[config.mk]
export PLATFORM = sky130hd
export DESIGN_NAME = mac_seq_ctrl
export DESIGN_NICKNAME = d
export VERILOG_FILES = /design/src/rtl/mac_seq_ctrl.sv
export SDC_FILE = /design/constraint.sdc
export NUM_CORES = 1
export LEC_CHECK = 0
export CAP_MARGIN = 20
export CELL_PAD_IN_SITES_DETAIL_PLACEMENT = 1
export CELL_PAD_IN_SITES_GLOBAL_PLACEMENT = 2
export CORE_ASPECT_RATIO = 1.25
export CORE_MARGIN = 5
export CORE_UTILIZATION = 18
export DETAILED_ROUTE_END_ITERATION = 16
export PLACE_DENSITY_LB_ADDON = 0.1
export SYNTH_ARGS = -nofsm -noshare
export SYNTH_HDL_FRONTEND = slang
export SYNTH_SLANG_ARGS = --single-unit
[constraint.sdc]
create_clock -name clk -period 2.3 [get_ports clk]
set_input_delay 0.575 -clock clk [delete_from_list [all_inputs] [get_ports clk]]
set_output_delay 0.575 -clock clk [all_outputs]
set_load 0.05 [all_outputs]
[src/rtl/mac_seq_ctrl.sv]
// Sequencer for an external registered multiply-accumulate cell: streams len operand
// pairs into it, then captures the running sum and presents it on a result handshake.
module mac_seq_ctrl #(
    parameter int LEN_W = 8
) (
    input  logic             clk,
    input  logic             rst,
    input  logic             start,
    input  logic [LEN_W-1:0] len,
    input  logic             abort,
    input  logic             op_valid,
    output logic             op_ready,
    input  logic [15:0]      op_a,
    input  logic [15:0]      op_b,
    output logic [15:0]      mac_a,
    output logic [15:0]      mac_b,
    output logic [31:0]      mac_acc_in,
    input  logic [31:0]      mac_acc_out,
    output logic             res_valid,
    input  logic             res_ready,
    output logic [31:0]      res_data,
    output logic             busy
);

    typedef enum logic [1:0] {
        IDLE  = 2'd0,
        RUN   = 2'd1,
        DRAIN = 2'd2,
        DONE  = 2'd3
    } state_t;

    state_t           state_q, state_d;
    logic [LEN_W-1:0] cnt_q, cnt_d;
    logic [LEN_W-1:0] len_q, len_d;
    logic [31:0]      res_data_q, res_data_d;

    always_ff @(posedge clk or negedge rst) begin
        if (!rst) begin
            state_q    <= IDLE;
            cnt_q      <= '0;
            len_q      <= '0;
            res_data_q <= '0;
        end else begin
            state_q    <= state_d;
            cnt_q      <= cnt_d;
            len_q      <= len_d;
            res_data_q <= res_data_d;
        end
    end

    always_comb begin
        state_d    = state_q;
        cnt_d      = cnt_q;
        len_d      = len_q;
        res_data_d = res_data_q;
        mac_a      = '0;
        mac_b      = '0;
        mac_acc_in = '0;
        case (state_q)
            IDLE: begin
                if (start) begin
                    len_d = len;
                    cnt_d = '0;
                    if (len == '0) begin
                        res_data_d = '0;
                        state_d    = DONE;
                    end else begin
                        state_d = RUN;
                    end
                end
            end
            RUN: begin
                // Gaps recirculate the sum so the cell holds it between beats.
                mac_acc_in = mac_acc_out;
                if (abort) begin
                    state_d = IDLE;
                end else if (op_valid) begin
                    mac_a = op_a;
                    mac_b = op_b;
                    // First beat seeds from zero, so the cell's reset state never matters.
                    if (cnt_q == '0) mac_acc_in = '0;
                    cnt_d = cnt_q + 1'b1;
                    if (cnt_d == len_q) state_d = DRAIN;
                end
            end
            DRAIN: begin
                mac_acc_in = mac_acc_out;
                if (abort) begin
                    state_d = IDLE;
                end else begin
                    res_data_d = mac_acc_out;
                    state_d    = DONE;
                end
            end
            DONE: begin
                if (res_ready) state_d = IDLE;
            end
            default: state_d = IDLE;
        endcase
    end

    assign op_ready  = (state_q == RUN);
    assign res_valid = (state_q == DONE);
    assign busy      = (state_q != IDLE);
    assign res_data  = res_data_q;

endmodule

==> results of run 1 <==
[worst max-delay path by stage]
stage                endpoint  cells after the start  slack, ns  startpoint
4_1_cts         mac_acc_in[4]                      9      -0.28    cnt_q[1]
3_3_place_gp   mac_acc_in[26]                      8      -0.42       abort
6_report        mac_acc_in[7]                      9      -0.22    cnt_q[1]
2_1_floorplan        mac_a[0]                      6       0.03  state_q[1]
5_1_grt         mac_acc_in[0]                      9      -0.33    cnt_q[1]
3_5_place_dp   mac_acc_in[24]                      8      -0.44       abort
[state kept, by name (all words and copies together) (netlist names)]
| register | flops |
|---|---|
| state_q | 2 |
| res_data | 32 |
| len_q | 8 |
| cnt_q | 8 |
[cell families (layout without fill, tap and decap cells)]
kind of cell    count (synthesis)  after routing  share of synthesized area
buf+inv                        60            275                    0.07908
simple gates                  135            135                     0.2701
xor+xnor                       10             10                    0.03025
mux                            10             10                    0.03846
compound gates                 60             60                     0.1240
flops                          50             50                     0.4322
fa+ha+maj                       6              6                    0.02593
[per-layer routing]
layer  vias up  part of all wire  GRT usage
met3         6             0.077    0.04493
met2        94              0.55     0.2476
met4         0            0.0083    0.02659
met5         -                 0          0
li1       1517                 -          -
met1      1498              0.36     0.1416
[through the flow]
step	hold WS, ns	instance area (µm²)
5_1_grt	0.2803	6584
4_1_cts	0.2834	6472
3_5_place_dp	0.5185	5951
2_1_floorplan	0.2794	3024
3_3_place_gp	0.5138	5951
6_report	0.2600	6584
[cell usage in the layout, fill, tap and decap left out, types with 3 or more instances in the layout]
master,synthesis,final
o21ai_0,42,39
clkbuf_16,0,5
buf_4,0,36
o21ai_1,0,3
dfrtp_1,50,50
xor2_1,4,3
and2_4,0,64
nand2_1,8,8
clkdlybuf4s50_1,0,106
mux2_2,8,8
o31ai_4,0,3
ha_1,6,3
ha_4,0,3
buf_6,0,8
nand3_1,36,35
buf_12,0,71
xnor2_1,6,6
nor2_1,5,5
inv_1,39,37
buf_16,0,4
[what timing repair did]
action | 4_1_cts | 5_1_grt
pin swaps | 36 | 19
endpoints found under the setup margin | 67 | 82
resized for setup | 64 | 20
buffers inserted | 9 | 1
cloned | 5 | 0
hold endpoints to repair | 0 | 0
[final cells by class]
| class | count | area (µm²) | area share |
|---|---|---|---|
| clock inverters | 2 | 37.54 | 0.005701 |
| inverters | 39 | 146.4 | 0.02223 |
| clock buffers | 6 | 128.9 | 0.01957 |
| multi-input cells | 221 | 1779 | 0.2702 |
| flip-flops and latches | 50 | 1251 | 0.1900 |
| well taps | 212 | 265.3 | 0.04029 |
| repair buffers | 228 | 2975 | 0.4519 |
[power breakdown]
part           total [mW]  switching [mW]  internal, mW
combinational        6.10            3.29          2.81
clock               0.850           0.335         0.514
sequential           1.33           0.179          1.15
total                8.28            3.80          4.48
==> reports/qor.yml, run 1 <==
setup_path:
  r2r_end: "state_q[0]"
  timing.rr.start: "cnt_q[1]"
  path_common_cell: "buf_12"
  slowest_stage: "dfrtp_1"
  critical_path_peak_fanout: 12
  critPathLaunchType: "register"
  path_buf_inv: 3
  r2r_slack_ns: 0.10
  end_kind: "primary output"
  crit_chain: "inv_1 -> ha_4 -> nor4b_4 -> nand4b_1 -> a21oi_2 -> nor2b_4 -> buf_12 -> and2_4 -> buf_12"
  rr_worst_depth: 8
  cp.required_ns: 1.73
  critical-path-max-stage-delay_ns: 0.38
  arrival_ns: 1.95
  crit_type: "reg -> out"
  path_delay_family: "simple AND/OR/NAND/NOR gates"
timing:
  finalHoldViolCount: 0
  finalClockSkew_ns: 0.006424
  slew_viol_final: 0
  worst_pin_slew_ns: 0.5501
  setup_ws_ns: -0.2218
  fmax_mhz: 396.5
  setup_tns_ns: -10.41
  rsz0062_at_grt: "yes"
  fin_crit_sh: 1.096
  fin_crit_ns: 2.522
  slew_headroom: 0.6321
  final-setup-viol-count: 64
synthesis:
  synthTopCellsByArea: "dfrtp_1 (43%), and2_1 (14%), o21ai_0 (7.3%)"
  synth_area_um2: 2895
  synth_cell_types: 39
  synth.most_common_cell: "and2_1"
  syn_nets: 415
  ys_dominant_reg_cell: "dfrtp_1"
  synth_largest_area_cell: "dfrtp_1"
  syn_area_per_cell_um2: 8.747
  async_reset_ff_frac: 1.000
  synth_commonest_cells: "and2_1 (65), dfrtp_1 (50), o21ai_0 (42)"
  synth_warnings: 0
  synth_top_area_share: 0.4322
  synth_seq_area_share: 0.4322
  synth_cells: 331
  ys_seq_elements: 50
  synth_edf_count: 0
clock_tree:
  cts_tree: "built"
  clk_latency_ns: 0.29
  ctsHoldBuffers: 0
  path_clk_slew_ns: 0.07
  clock_path_buffers: 2
  cts_made_buffers: 5
  h-tree-depth: 2
  cts-root-buf: "clkbuf_16"
  cts_sinks: 50
run_status:
  status: "finished, violations left"
  violations: "setup timing"
power_and_ir_drop:
  p_per_area_nw_per_um2: 1257
  leakagePower_nw: 2.731
  ir_worst_vdd_mv: 0.5872
  p_total_mw: 8.277
cells_and_area:
  stdcell_count: 758
  final_layout_size_suffix_gt1_frac: 0.4194
  syn_to_final_growth_pct: 127.4
  diodes: 0
  filler_cell_count: 1725
  fin_util: 0.4194
  final_nets: 629
grt:
  grt_pass1_wl_mm: 19.12
  grt.total_usage: 0.1317
  grt_pass1_vias: 3549
  antenna_found_initial: 0
  grt_max_degree: 65
  grt_overflow: 0
die:
  die-width_um: 123.4
  rows: 51
  ios: 177
  dieArea_um2: 18740
  die_h_um: 151.8
  initial_core_util: 0.1844
  core-area_um2: 15700
hold_path:
  hold_path_class: "in -> async"
detailed_routing:
  ant_nets: 0
  drt_wl_total_mm: 12.37
  wl_per_cell_um: 16.31
  drc: 0
  firstDrtPassIters: 4
  viasPerCell: 4.109
  first_iter_violations: 60
  vias: 3115
placement:
  dp_hpwl_mm: 9.387
  preCtsSetupSlack_ns: -0.4351
  placed_cells: 736
  io_buffers: 176
  gp_congestion: 0.7230
job:
  maxCapViolCount: 0
Note: power is estimated with default switching activity, not from simulation.
==> inputs of run 2 (changes only) <==
Settings changed: RECOVER_POWER set to 100.
==> run 2 against run 1 <==
  * The flow still finishes with violations (setup timing)
  * Clock-buffer cell count unchanged
  * Worst hold slack improved by 0.27 ns
  * Clock skew about the same
  * Combinational power decreased by 2%
  * Via count increased by 0.39%
  * Flip-flop and latch count unchanged
  * First-iteration DRC count decreased by 18%
  * Design area decreased by 0.74%
  * Wire length decreased by 0.78%
  * Power decreased by 1.8%
  * Sequential power about the same
  * Highest routed layer unchanged
==> reports/qor.yml, run 2 (same netlist as run 1, synthesis figures left out) <==
clock_tree:
  path_clk_slew_ns: 0.07  # about the same
  h-tree-depth: 2  # unchanged
  ctsHoldBuffers: 0  # unchanged
  cts-root-buf: "clkbuf_16"
  cts_made_buffers: 5  # unchanged
  cts_sinks: 50  # unchanged
  cts_tree: "built"
  clock_path_buffers: 2  # unchanged
  clk_latency_ns: 0.29  # about the same
placement:
  dp_hpwl_mm: 9.387  # unchanged
  placed_cells: 736  # unchanged
  gp_congestion: 0.7230  # unchanged
  io_buffers: 176  # unchanged
job:
  maxCapViolCount: 0  # unchanged
run_status:
  violations: "setup timing"
  status: "finished, violations left"
grt:
  grt.total_usage: 0.1317  # unchanged
  antenna_found_initial: 0  # unchanged
  grt_overflow: 0  # unchanged
  grt_pass1_wl_mm: 19.12  # unchanged
  grt_max_degree: 65  # unchanged
  grt_pass1_vias: 3549  # unchanged
die:
  die-width_um: 123.4  # unchanged
  initial_core_util: 0.1844  # unchanged
  dieArea_um2: 18740  # unchanged
  rows: 51  # unchanged
  ios: 177  # unchanged
  die_h_um: 151.8  # unchanged
  core-area_um2: 15700  # unchanged
timing:
  finalHoldViolCount: 0  # unchanged
  rsz0062_at_grt: "yes"
  slew_headroom: 0.1089  # -0.5232
  setup_ws_ns: -0.2220  # -0.0002670 ns
  slew_viol_final: 0  # unchanged
  worst_pin_slew_ns: 1.337  # +0.7866 ns
  finalClockSkew_ns: 0.006385  # -0.00003872 ns
  fin_crit_ns: 2.522  # +0.0002670 ns
  fin_crit_sh: 1.097  # about the same
  fmax_mhz: 396.5  # about the same
  final-setup-viol-count: 64  # unchanged
  whs_ns: 0.5254  # +0.2654 ns
setup_path:
  critPathLaunchType: "register"
  crit_chain: "inv_1 -> ha_4 -> nor4b_4 -> nand4b_1 -> a21oi_2 -> nor2b_4 -> buf_12 -> and2_4 -> buf_12"
  end_kind: "primary output"
  critical_path_peak_fanout: 12  # unchanged
  path_delay_family: "simple AND/OR/NAND/NOR gates"
  cp.required_ns: 1.73  # about the same
  critical-path-max-stage-delay_ns: 0.38  # about the same
  crit_type: "reg -> out"
  arrival_ns: 1.95  # about the same
  path_common_cell: "buf_12"
  slowest_stage: "dfrtp_1"
  path_buf_inv: 3  # unchanged
detailed_routing:
  wl_per_cell_um: 16.19  # -0.78%
  ant_nets: 0  # unchanged
  drc: 0  # unchanged
  drt_wl_total_mm: 12.27  # -0.78%
  viasPerCell: 4.125  # +0.39%
  vias: 3127  # +0.39%
  first_iter_violations: 49  # -18%
  firstDrtPassIters: 3  # -1
cells_and_area:
  stdcell_count: 758  # unchanged
  largest_reg_flops: 32  # unchanged
  syn_to_final_growth_pct: 125.7
  area.sequential_um2: 1251  # unchanged
  fin_util: 0.4163  # -0.003109
  layout_commonest_cell: "clkdlybuf4s50_1"
  final_nets: 629  # unchanged
  final_layout_size_suffix_gt1_frac: 0.4158  # -0.003663
  multi_input_area_um2: 1772  # -0.42%
  diodes: 0  # unchanged
  filler_cell_count: 1731  # +0.35%
  final_cell_mix: "clkdlybuf4s50_1 (74), buf_12 (70), and2_4 (64)"
hold_path:
  hold_path_class: "reg -> reg"
power_and_ir_drop:
  ir_worst_vdd_mv: 0.5818  # -0.92%
  p_per_area_nw_per_um2: 1243  # -1.1%
  leakagePower_nw: 2.825  # +3.4%
  p_total_mw: 8.125  # -1.8%
## run 2: cell count changes in the layout (fill, tap and decap cells not counted), sizes merged
cell | before | now
buf | 120 | 111
clkbuf | 6 | 15
clkdlybuf4s50 | 106 | 74
dlygate4sd3 | 0 | 32
## run 2: area by class of cell
| class | count | area share |
|---|---|---|
| multi-input combinational | 221 | 0.2711 |
| sequential | 50 | 0.1915 |
| tap | 212 | 0.04059 |
| timing repair buffer | 228 | 0.4490 |
| clock buffer | 6 | 0.01972 |
| clock inverter | 2 | 0.005744 |
| inverter | 39 | 0.02240 |
## run 2: final timing paths
| path | from | to | slack, ns | depth (start not counted) |
|---|---|---|---|---|
| min | len_q[4] | len_q[4] | 0.53 | 1 |
| max reg2reg | cnt_q[1] | state_q[0] | 0.07 | 8 |
| min in group asynchronous | rst | res_data[23] | 0.65 | 2 |
| max in group asynchronous | rst | len_q[1] | 0.84 | 2 |
| max | cnt_q[1] | mac_acc_in[7] | -0.22 | 9 |
| min reg2reg | len_q[4] | len_q[4] | 0.53 | 1 |
## run 2: metal layers
layer / vias to the layer above / routed length (µm) / GRT usage
met5: - / 0 / 0
met4: 0 / 104 / 0.02659
met3: 6 / 958 / 0.04493
met2: 94 / 6797 / 0.2476
met1: 1507 / 4409 / 0.1416
li1: 1520 / - / -
## run 2: metrics by stage
step | TNS, ns | area, µm² | setup WS, ns
3_5_place_dp | -30.96 | 5951 | -0.4351
3_3_place_gp | -31.35 | 5951 | -0.4239
6_report | -11.16 | 6535 | -0.2220
4_1_cts | -13.00 | 6472 | -0.2833
5_1_grt | -22.59 | 6535 | -0.3350
2_1_floorplan | 0 | 3024 | 0.03359
## run 2: where the power goes
group / internal (mW) / total (mW) / switching [mW] / leakage, nW
logic: 2.69 / 5.96 / 3.27 / 2.08
registers: 1.15 / 1.32 / 0.169 / 0.672
clock network: 0.514 / 0.846 / 0.332 / 0.0771
## run 2: what timing repair did
item / 4_1_cts / 5_1_grt
cloned: 5 / 0
hold endpoints to repair: 0 / 0
endpoints found under the setup margin: 67 / 82
gates resized for setup: 64 / 20
buffers inserted: 9 / 1
pin swaps: 36 / 19
==> inputs of run 3 (changes only) <==
--- a/config.mk
+++ b/config.mk
@@ -15,4 +15,5 @@
 export PLACE_DENSITY_LB_ADDON = 0.1
 export RECOVER_POWER = 100
+export SLEW_MARGIN = 20
 export SYNTH_ARGS = -nofsm -noshare
 export SYNTH_HDL_FRONTEND = slang
==> constraint.sdc (replaced) <==
create_clock -name clk -period 2.3 [get_ports clk]
set_input_delay 0.575 -clock clk [delete_from_list [all_inputs] [get_ports clk]]
set_output_delay 0.575 -clock clk [all_outputs]
set_load 0.02 [all_outputs]
==> run 3 against run 2 <==
  * Global-route usage about the same
  * Clock power increased by 2%
  * Largest power group unchanged
  * Critical path depth increased by 1
  * Via count increased by 3.1%
  * Design area decreased by 13%
  * Register-to-register slack got worse by 0.07 ns
  * The flow still finishes with violations (setup timing)
  * Critical endpoint is now mac_acc_in[19]
  * Worst setup slack got worse by 0.14 ns
  * Final cell count increased by 2.6%
  * Wire length about the same
  * First-iteration DRC count decreased by 12%
  * Worst hold slack got worse by 0.031 ns
==> reports/qor.yml, run 3 (same netlist as run 1, synthesis figures left out) <==
run_status:
  status: "finished, violations left"
  violations: "setup timing"
placement:
  gp_congestion: 0.7534  # +4.2%
  placed_cell_area_um2: 5350  # -10%
  io_buffers: 176  # unchanged
  dp_hpwl_mm: 9.290  # -1.0%
cells_and_area:
  filler_cell_count: 1862  # +7.6%
  layout_commonest_cell: "clkdlybuf4s50_1"
  syn_to_final_growth_pct: 96.63
  final_nets: 648  # +3.0%
  final_area_um2: 5693  # -13%
  final_layout_size_suffix_gt1_frac: 0.3044  # -0.1113
  largest_reg_flops: 32  # unchanged
  final_cell_mix: "clkdlybuf4s50_1 (72), buf_4 (65), and2_1 (64)"
clock_tree:
  cts_tree: "built"
  path_clk_slew_ns: 0.07  # about the same
  clock_path_buffers: 2  # unchanged
  cts_made_buffers: 5  # unchanged
  cts-root-buf: "clkbuf_16"
  clk_latency_ns: 0.29  # about the same
  h-tree-depth: 2  # unchanged
  cts_sinks: 50  # unchanged
setup_path:
  critical-path-max-stage-delay_ns: 0.40  # +0.02 ns
  crit_type: "reg -> out"
  arrival_ns: 2.09  # +0.14 ns
  path_buf_inv: 4  # +1
  r2r_slack_ns: 0  # -0.07 ns
  path_delay_family: "simple AND/OR/NAND/NOR gates"
  critPathLaunchType: "register"
  cp.required_ns: 1.73  # about the same
  critical_path_peak_fanout: 17  # +5
  end_kind: "primary output"
  slowest_stage: "dfrtp_1"
  crit_chain: "inv_2 -> ha_4 -> nor4b_4 -> nand4b_1 -> a21oi_4 -> buf_6 -> nor2b_4 -> buf_12 -> and2_1 -> buf_2"
grt:
  grt_overflow: 0  # unchanged
  grt_pass1_wl_mm: 19.20  # +0.43%
  grt_max_degree: 65  # unchanged
  grt.total_usage: 0.1314  # -0.0002797
  grt_pass1_vias: 3529  # -0.56%
  antenna_found_initial: 0  # unchanged
detailed_routing:
  drt_wl_total_mm: 12.26  # about the same
  ant_nets: 0  # unchanged
  viasPerCell: 4.144  # +0.45%
  vias: 3224  # +3.1%
  drc: 0  # unchanged
  first_iter_violations: 43  # -12%
  firstDrtPassIters: 4  # +1
  wl_per_cell_um: 15.76  # -2.6%
power_and_ir_drop:
  p_comb_frac: 0.632  # -0.101
  power_frac_seq: 0.223  # +0.060
  intPower_mw: 3.379  # -22%
  p_per_area_nw_per_um2: 1047  # -16%
  p_total_mw: 5.960  # -27%
  power.net_switching_mw: 2.581  # -32%
  leakagePower_nw: 2.534  # -10%
  p_clk_frac: 0.145  # +0.041
  ir_worst_vdd_mv: 0.4512  # -22%
  switching_share: 0.4330  # -0.03113
timing:
  slew_viol_final: 0  # unchanged
  slew_headroom: 0.2187  # +0.1098
  finalHoldViolCount: 0  # unchanged
  final-setup-viol-count: 66  # +3.1%
  finalClockSkew_ns: 0.006987  # +0.0006018 ns
  rsz0062_at_grt: "yes"
  worst_pin_slew_ns: 1.172  # -0.1648 ns
  fmax_mhz: 375.6  # -5.3%
  fin_crit_sh: 1.158  # +0.06104
  fin_crit_ns: 2.662  # +0.1404 ns
  setup_ws_ns: -0.3624  # -0.1404 ns
die:
  ios: 177  # unchanged
  die_h_um: 151.8  # unchanged
  rows: 51  # unchanged
  core-area_um2: 15700  # unchanged
  initial_core_util: 0.1844  # unchanged
  dieArea_um2: 18740  # unchanged
  die-width_um: 123.4  # unchanged
hold_path:
  hold_path_class: "in -> async"
job:
  maxCapViolCount: 0  # unchanged
[run 3: changes by cell type in the layout (fill, tap and decap cells not counted), sizes merged]
cell / before / now
buf: 111 / 97
clkbuf: 15 / 13
clkdlybuf4s15: 0 / 32
clkdlybuf4s50: 74 / 72
diode: 0 / 1
dlygate4sd2: 2 / 5
dlymetal6s2s: 0 / 1
nor2b: 5 / 6
[run 3: path summary, 6_finish.rpt]
check | start | endpoint | cells after the start
max in group asynchronous | rst | cnt_q[6] | 2
worst min-delay path | rst | cnt_q[2] | 1
worst max register to register | cnt_q[0] | state_q[0] | 9
worst min register to register | len_q[4] | len_q[4] | 1
worst max-delay path | cnt_q[0] | mac_acc_in[19] | 10
min in group clk | len_q[4] | len_q[4] | 1
[run 3: repair_timing]
action                                  CTS  global route
endpoints found under the setup margin   69            99
cloned                                    1             0
buffers inserted                         19             4
hold buffers                              0             0
pin swaps                                12             5
gates resized for setup                 267            33
[run 3: stage by stage]
stage | std cells | hold slack (ns) | setup TNS, ns | setup slack, ns | utilization
2_1_floorplan | 331 | 0.2794 | 0 | 0.04016 | -
3_3_place_gp | 762 | 0.5228 | -72.45 | -1.422 | 0.3408
3_5_place_dp | 762 | 0.5264 | -74.65 | -1.519 | 0.3408
4_1_cts | 774 | 0.2562 | -22.68 | -0.4069 | 0.3545
5_1_grt | 777 | 0.5512 | -29.85 | -0.4674 | 0.3625
6_report | 778 | 0.4942 | -20.29 | -0.3624 | 0.3627
[run 3: worst register-to-register path: cells and delay by family, from the launching register on]
kind,cells,cell delay (ns)
xor gates and xnor gates,1,0.17
and+or+nand+nor,2,0.41
muxes,1,0.31
DFF,1,0.38
adders and majority gates,1,0.25
AOI/OAI and AO/OA,1,0.21
buffers and inverters,3,0.46
[run 3: power groups by stage]
stage	Clock [mW]	Sequential, mW	Combinational, mW
2_1_floorplan	0	1.53	1.59
3_3_place_gp	0	1.33	3.53
3_5_place_dp	0	1.35	3.56
4_1_cts	0.897	1.34	3.74
5_1_grt	0.937	1.37	4.10
6_report	0.862	1.33	3.77
[run 3: routing by layer]
metal | vias up | wire length (µm) | global-route usage
li1 | 1556 | - | -
met1 | 1534 | 4886 | 0.1511
met2 | 129 | 6044 | 0.2324
met3 | 5 | 1221 | 0.04679
met4 | 0 | 109 | 0.02992
met5 | - | 0 | 0
[run 3: final cells by class]
class / count / area (µm²) / area share
Sequential cell: 50 / 1251 / 0.2198
Antenna cell: 1 / 2.502 / 0.0004396
Clock inverter: 2 / 37.54 / 0.006593
Inverter: 39 / 146.4 / 0.02571
Clock buffer: 6 / 128.9 / 0.02264
Tap cell: 212 / 265.3 / 0.04659
Multi-Input combinational cell: 222 / 1558 / 0.2736
Timing Repair Buffer: 246 / 2303 / 0.4046
==> variant 1: new RTL, config.mk and constraints of run 3 <==
Take the reset off `res_data_q` and load it in a clocked block of its own.
--- a/src/rtl/mac_seq_ctrl.sv
+++ b/src/rtl/mac_seq_ctrl.sv
@@ -39,13 +39,15 @@
             state_q    <= IDLE;
             cnt_q      <= '0;
             len_q      <= '0;
-            res_data_q <= '0;
         end else begin
             state_q    <= state_d;
             cnt_q      <= cnt_d;
             len_q      <= len_d;
-            res_data_q <= res_data_d;
         end
+    end
+
+    always_ff @(posedge clk) begin
+        res_data_q <= res_data_d;
     end
 
     always_comb begin
Formal check against the unedited RTL: differs if rst is asserted again (counterexample within 4 cycles, from zero or initial values and one cycle with rst low); with rst held inactive, the same outputs for 10 cycles.
==> variant 1 against run 3 <==
The flow still finishes with violations (setup timing). Worst setup slack improved by 0.051 ns. Cell area decreased by 0.79%. Wire length decreased by 5.5%. Critical endpoint is now mac_acc_in[11]. Total power increased by 8.2%. Global-route usage decreased by 0.59 points. Synthesized area decreased by 2.3%. Sequential cell count unchanged. Synthesized cell count decreased by 18%. Critical path depth unchanged.
==> variant 1: results (changes against run 3) <==
| Metric | Value |
|---|---|
| Min-Delay Path Class | `reg2reg` |
| Post-synth EDFFs | `32 (+32)` |
| Crit path max fanout | `8 (-9)` |
| Setup Buffers After CTS | `6 (-13)` |
| Via count | `2842 (-12%)` |
| Largest net degree at the start of global routing | `37 (-43%)` |
| Internal Power | `3920 uW (+16%)` |
| Final WS setup | `-0.312 ns (+0.0506 ns)` |
| Cells after DPL | `692 (-9.2%)` |
| Cts repair resizes | `384 (+44%)` |
| Vias/cell | `3.97 (-4.2%)` |
| Clock network power share | `11.7% (-2.8 points)` |
| WP data arrival | `2.04 ns (-0.05 ns)` |
| Leak pwr | `0.00247 uW (-2.6%)` |
| Main synth FF type | `edfxtp_1` |
| R2R Setup Slk | `0.11 ns (+0.11 ns)` |
| Reg-to-reg endpoint | `cnt_q[5]` |
| Placed cell area | `5180 sq um (-3.2%)` |
| Share of layout cells above drive strength 1 | `39.3% (+8.8 points)` |
| Worst Clk Skew | `0.0130 ns (+0.00606 ns)` |
| GP Congestion | `0.690 (-8.4%)` |
| Status | `finished, violations left` |
| Drt total wl | `11.6 mm (-5.5%)` |
| Critical Path Source | `cnt_q[1]` |
| Register share of total power | `23.8% (+1.5 points)` |
| Mapped Nets | `356 (-14%)` |
| Worst r2r src | `state_q[1]` |
| Fillers | `1740 (-6.6%)` |
| FFs w/ async S/R, synth | `36.0% (-64 points)` |
| Setup tns final | `-10.58 ns (+9.71 ns)` |
| Seq/Total Area, Yosys | `49.9% (+6.7 points)` |
| Nets | `587 (-9.4%)` |
| Initial drt markers | `33 (-23%)` |
| Synth Area per Inst | `10.4 sq um (+19%)` |
| Top cells by area, synth | `edfxtp_1, and2_1, dfrtp_1` |
| Top cells by count, synth | `and2_1, edfxtp_1, nand2_1` |
| Total Power | `6450 uW (+8.2%)` |
| Max VDD drop | `0.494 mV (+9.6%)` |
| First-pass GRT wire length | `17.7 mm (-8.0%)` |
| Final setup fails | `65 (-1.5%)` |
| Failing checks | `setup timing` |
| Post-Place Worst Slack | `-0.736 ns (+0.783 ns)` |
| CP endpoint | `mac_acc_in[11]` |
| Worst-Margin Slew | `1.07 ns (-0.0970 ns)` |
| R2r worst-path depth | `10 (+1)` |
| N_diodes | `0 (-1)` |
| Hpwl dp | `8.63 mm (-7.1%)` |
| Vias in the first global route | `3146 (-11%)` |
| Synth unique cells | `40 (+2.6%)` |
| Clock slew at reported path FFs | `about 0.080 ns` |
[variant 1: area by class of cell]
class	instances	area (sq um)	area share [%]
sequential	50	1410	25.0
clock inverter	2	13.8	0.244
tap	212	265	4.70
clock buffer	6	129	2.28
inverter	8	30.0	0.532
timing repair buffer	239	2310	40.9
multi-input combinational	199	1490	26.4
[variant 1: worst min-delay path by stage]
stage	slack (ns)	end	depth (start not counted)	from
finish	0.54	len_q[4]	1	len_q[4]
global route	0.56	len_q[1]	1	len_q[1]
CTS	0.54	len_q[3]	1	len_q[3]
detailed placement	0.52	len_q[3]	1	len_q[3]
global placement	0.51	len_q[1]	1	len_q[1]
floorplan	0.28	cnt_q[0]	0	rst
[variant 1: worst max-delay path, cell delays in order (launching register included)]
cell and delay [ns]:
dfrtp_1 0.38, inv_1 0.06, ha_2 0.15, nor3b_4 0.19, nand4_1 0.13, a21oi_2 0.21, nor2b_4 0.08, buf_12 0.14
buf_16 0.13, and2_4 0.13, buf_6 0.12
[variant 1: logic make-up (layout without fill, tap and decap cells)]
| kind of cell | count (synthesis) | count (layout) | share of synthesized area [%] |
|---|---|---|---|
| AO/OA/AOI/OAI | 23 | 23 | 5.62 |
| XOR/XNOR | 8 | 8 | 2.48 |
| multiplexers | 10 | 10 | 3.89 |
| AND/OR/NAND/NOR | 152 | 152 | 32.1 |
| buffers and inverters | 23 | 255 | 3.36 |
| flip-flops | 50 | 50 | 49.9 |
| adder cells (fa/ha/maj) | 6 | 6 | 2.65 |
[variant 1: layer usage]
metal	track usage, %	up-vias	wire [um]
li1	-	1380	-
met5	0	-	0
met1	13.5	1360	4300
met4	3.70	0	76
met2	22.4	98	6150
met3	5.22	4	1060
==> variant 2: new RTL, config.mk and constraints of run 3 <==
Made on the original files. Set the parameter `LEN_W` to 16 (it was 8).
--- a/src/rtl/mac_seq_ctrl.sv
+++ b/src/rtl/mac_seq_ctrl.sv
@@ -1,7 +1,7 @@
 // Sequencer for an external registered multiply-accumulate cell: streams len operand
 // pairs into it, then captures the running sum and presents it on a result handshake.
 module mac_seq_ctrl #(
-    parameter int LEN_W = 8
+    parameter int LEN_W = 16
 ) (
     input  logic             clk,
     input  logic             rst,
Interface: changed (resized len); port bits go from 177 to 185. No check against the original RTL was run, so the function may have changed too.
==> variant 2 against run 3 <==
The run still ends with setup timing left. Sequential cell count up 16. Count of clock-buffer cells in the layout up 3. Synthesized area up 43%. Clock power up 89%. Cell area up 49%. Die area up 40%. Combinational power up 39%. Wire length up 56%. Sequential share of layout area down 2.5 points. Clock skew down 0.00089 ns. Synthesized cell count up 37%. Via count up 36%. Total power up 46%. Worst setup slack worse by 0.40 ns. Highest routed layer unchanged.
==> variant 2: results (changes against run 3) <==
| Metric | Value |
|---|---|
| Synth unique cells | `52 (+33%)` |
| Port Buffers | `184 (+4.5%)` |
| Top cells by area, synth | `dfrtp_1, and2_1, nand2_1` |
| Switching fraction of total power | `38.9% (-4.4 points)` |
| N_diodes | `0 (-1)` |
| Max VDD drop | `0.441 mV (-2.2%)` |
| FFs w/ async S/R, synth | `100% (unchanged)` |
| Clock Root Buffer | `clkbuf_16` |
| Nets | `851 (+31%)` |
| Status | `finished, violations left` |
| Vias in the first global route | `5192 (+47%)` |
| Worst skew pair latency | `0.34 ns (+0.05 ns)` |
| Mapped Nets | `545 (+31%)` |
| Worst Clk Skew | `0.00610 ns (-0.000885 ns)` |
| Seq/Total Area, Yosys | `39.8% (-3.4 points)` |
| Drt first pass iters | `2 (-2)` |
| Hpwl dp | `13.7 mm (+47%)` |
| Longest Clk Path Bufs | `2 (unchanged)` |
| R2R Setup Slk | `-0.36 ns (-0.36 ns)` |
| Largest net degree at the start of global routing | `37 (-43%)` |
| Total Routing Usage GR | `14.3% (+1.2 points)` |
| Via count | `4391 (+36%)` |
| Synth warn | `0 (unchanged)` |
| Min-Delay Path Class | `in2async` |
| Critical Path Source | `cnt_q[0]` |
| TritonCTS Buffers | `9 (+4)` |
| Placed cell area | `7090 sq um (+32%)` |
| Post-Place Worst Slack | `-1.18 ns (+0.342 ns)` |
| Largest stage delay, worst path | `0.46 ns (+0.06 ns)` |
| Final hold slack | `0.311 ns (-0.183 ns)` |
| Max H-tree Level | `3 (+1)` |
| Worst r2r src | `state_q[1]` |
| Share of layout cells above drive strength 1 | `51.4% (+21 points)` |
| R2r worst-path depth | `13 (+4)` |
| CP endpoint | `mac_acc_in[5]` |
| Worst-Margin Slew | `1.16 ns (-0.0168 ns)` |
| Failing checks | `setup timing` |
| Initial drt markers | `87 (+100%)` |
| Routed length per instance | `18.1 um (+15%)` |
| Finished Layout Cells | `1052 (+35%)` |
| Main synth FF type | `dfrtp_1` |
| First-pass GRT wire length | `29.8 mm (+55%)` |
| Initial antenna violation count | `0 (unchanged)` |
| GP Congestion | `0.756 (+0.31%)` |
| Clock slew at reported path FFs | `about 0.060 ns` |
| Final WS setup | `-0.758 ns (-0.396 ns)` |
| Reg-to-reg endpoint | `res_data[12]` |
| Top cells by count, synth | `nand2_1, and2_1, dfrtp_1` |
| Max FFs per register | `32 (unchanged)` |
| Leak pwr | `0.00380 uW (+50%)` |
| Setup tns final | `-38.89 ns (-18.59 ns)` |
| Cells after synthesis | `453 (+37%)` |
| WP data arrival | `2.48 ns (+0.39 ns)` |
| Cells after DPL | `995 (+31%)` |
| Crit path max fanout | `8 (-9)` |
| Slowest cell on the critical path | `or4b_4` |
| Final setup fails | `100 (+52%)` |
==> variant 2: changes by cell type in the layout (fill, tap and decap cells not counted), moves of 31 or more <==
cell,change
clkdlybuf4s15_2,-32
o21ai_0,-31
and2_1,-62
o21ai_2,+34
buf_6,+66
nand2_1,+48
and2_4,+61
==> variant 2: worst max-delay path: cells and delay by family, from the launching register on <==
kind / cells / cell delay, ns
AO/OA/AOI/OAI: 2 / 0.67
buffers and inverters: 3 / 0.36
flip-flops: 1 / 0.39
adder cells (fa/ha/maj): 1 / 0.12
AND/OR/NAND/NOR: 2 / 0.59
==> variant 2: cell type report <==
class | count | area [sq um]
clock inverter | 7 | 118
fill | 2567 | 14300
sequential | 66 | 1650
multi-input combinational | 343 | 2810
clock buffer | 9 | 225
inverter | 10 | 37.5
tap | 288 | 360
timing repair buffer | 329 | 3280
==> variant 2: power by group through the flow <==
stage                     Clock (uW)  Combinational (uW)  Sequential [uW]
after floorplan                    0                2220             1950
after global placement             0                4300             1760
after detailed placement           0                4340             1790
after CTS                       1680                5600             1830
after global routing            1730                5620             1870
final                           1630                5230             1820
==> variant 2: cells by family (layout without fill, tap and decap cells) <==
kind of cell	after synthesis	count (layout)	synth area share (%)
buf+inv	44	355	6.46
fa+ha+maj	6	6	1.81
simple gates	207	207	26.1
compound gates	84	84	14.7
mux	23	23	6.04
flops	66	66	39.8
xor+xnor	23	23	5.04
==> variant 2: timing repair <==
item / 4_1_cts / 5_1_grt
cloned: 10 / 2
buffers inserted: 38 / 9
resized for setup: 576 / 18
pin swaps: 87 / 33
setup endpoints to repair: 103 / 115
==> variant 2: routing by layer <==
metal,GRT usage (%),routed length [um],up-vias
met4,3.92,251,0
li1,-,-,2141
met1,15.8,7340,2145
met3,3.53,907,16
met5,0,0,-
met2,27.0,10600,89
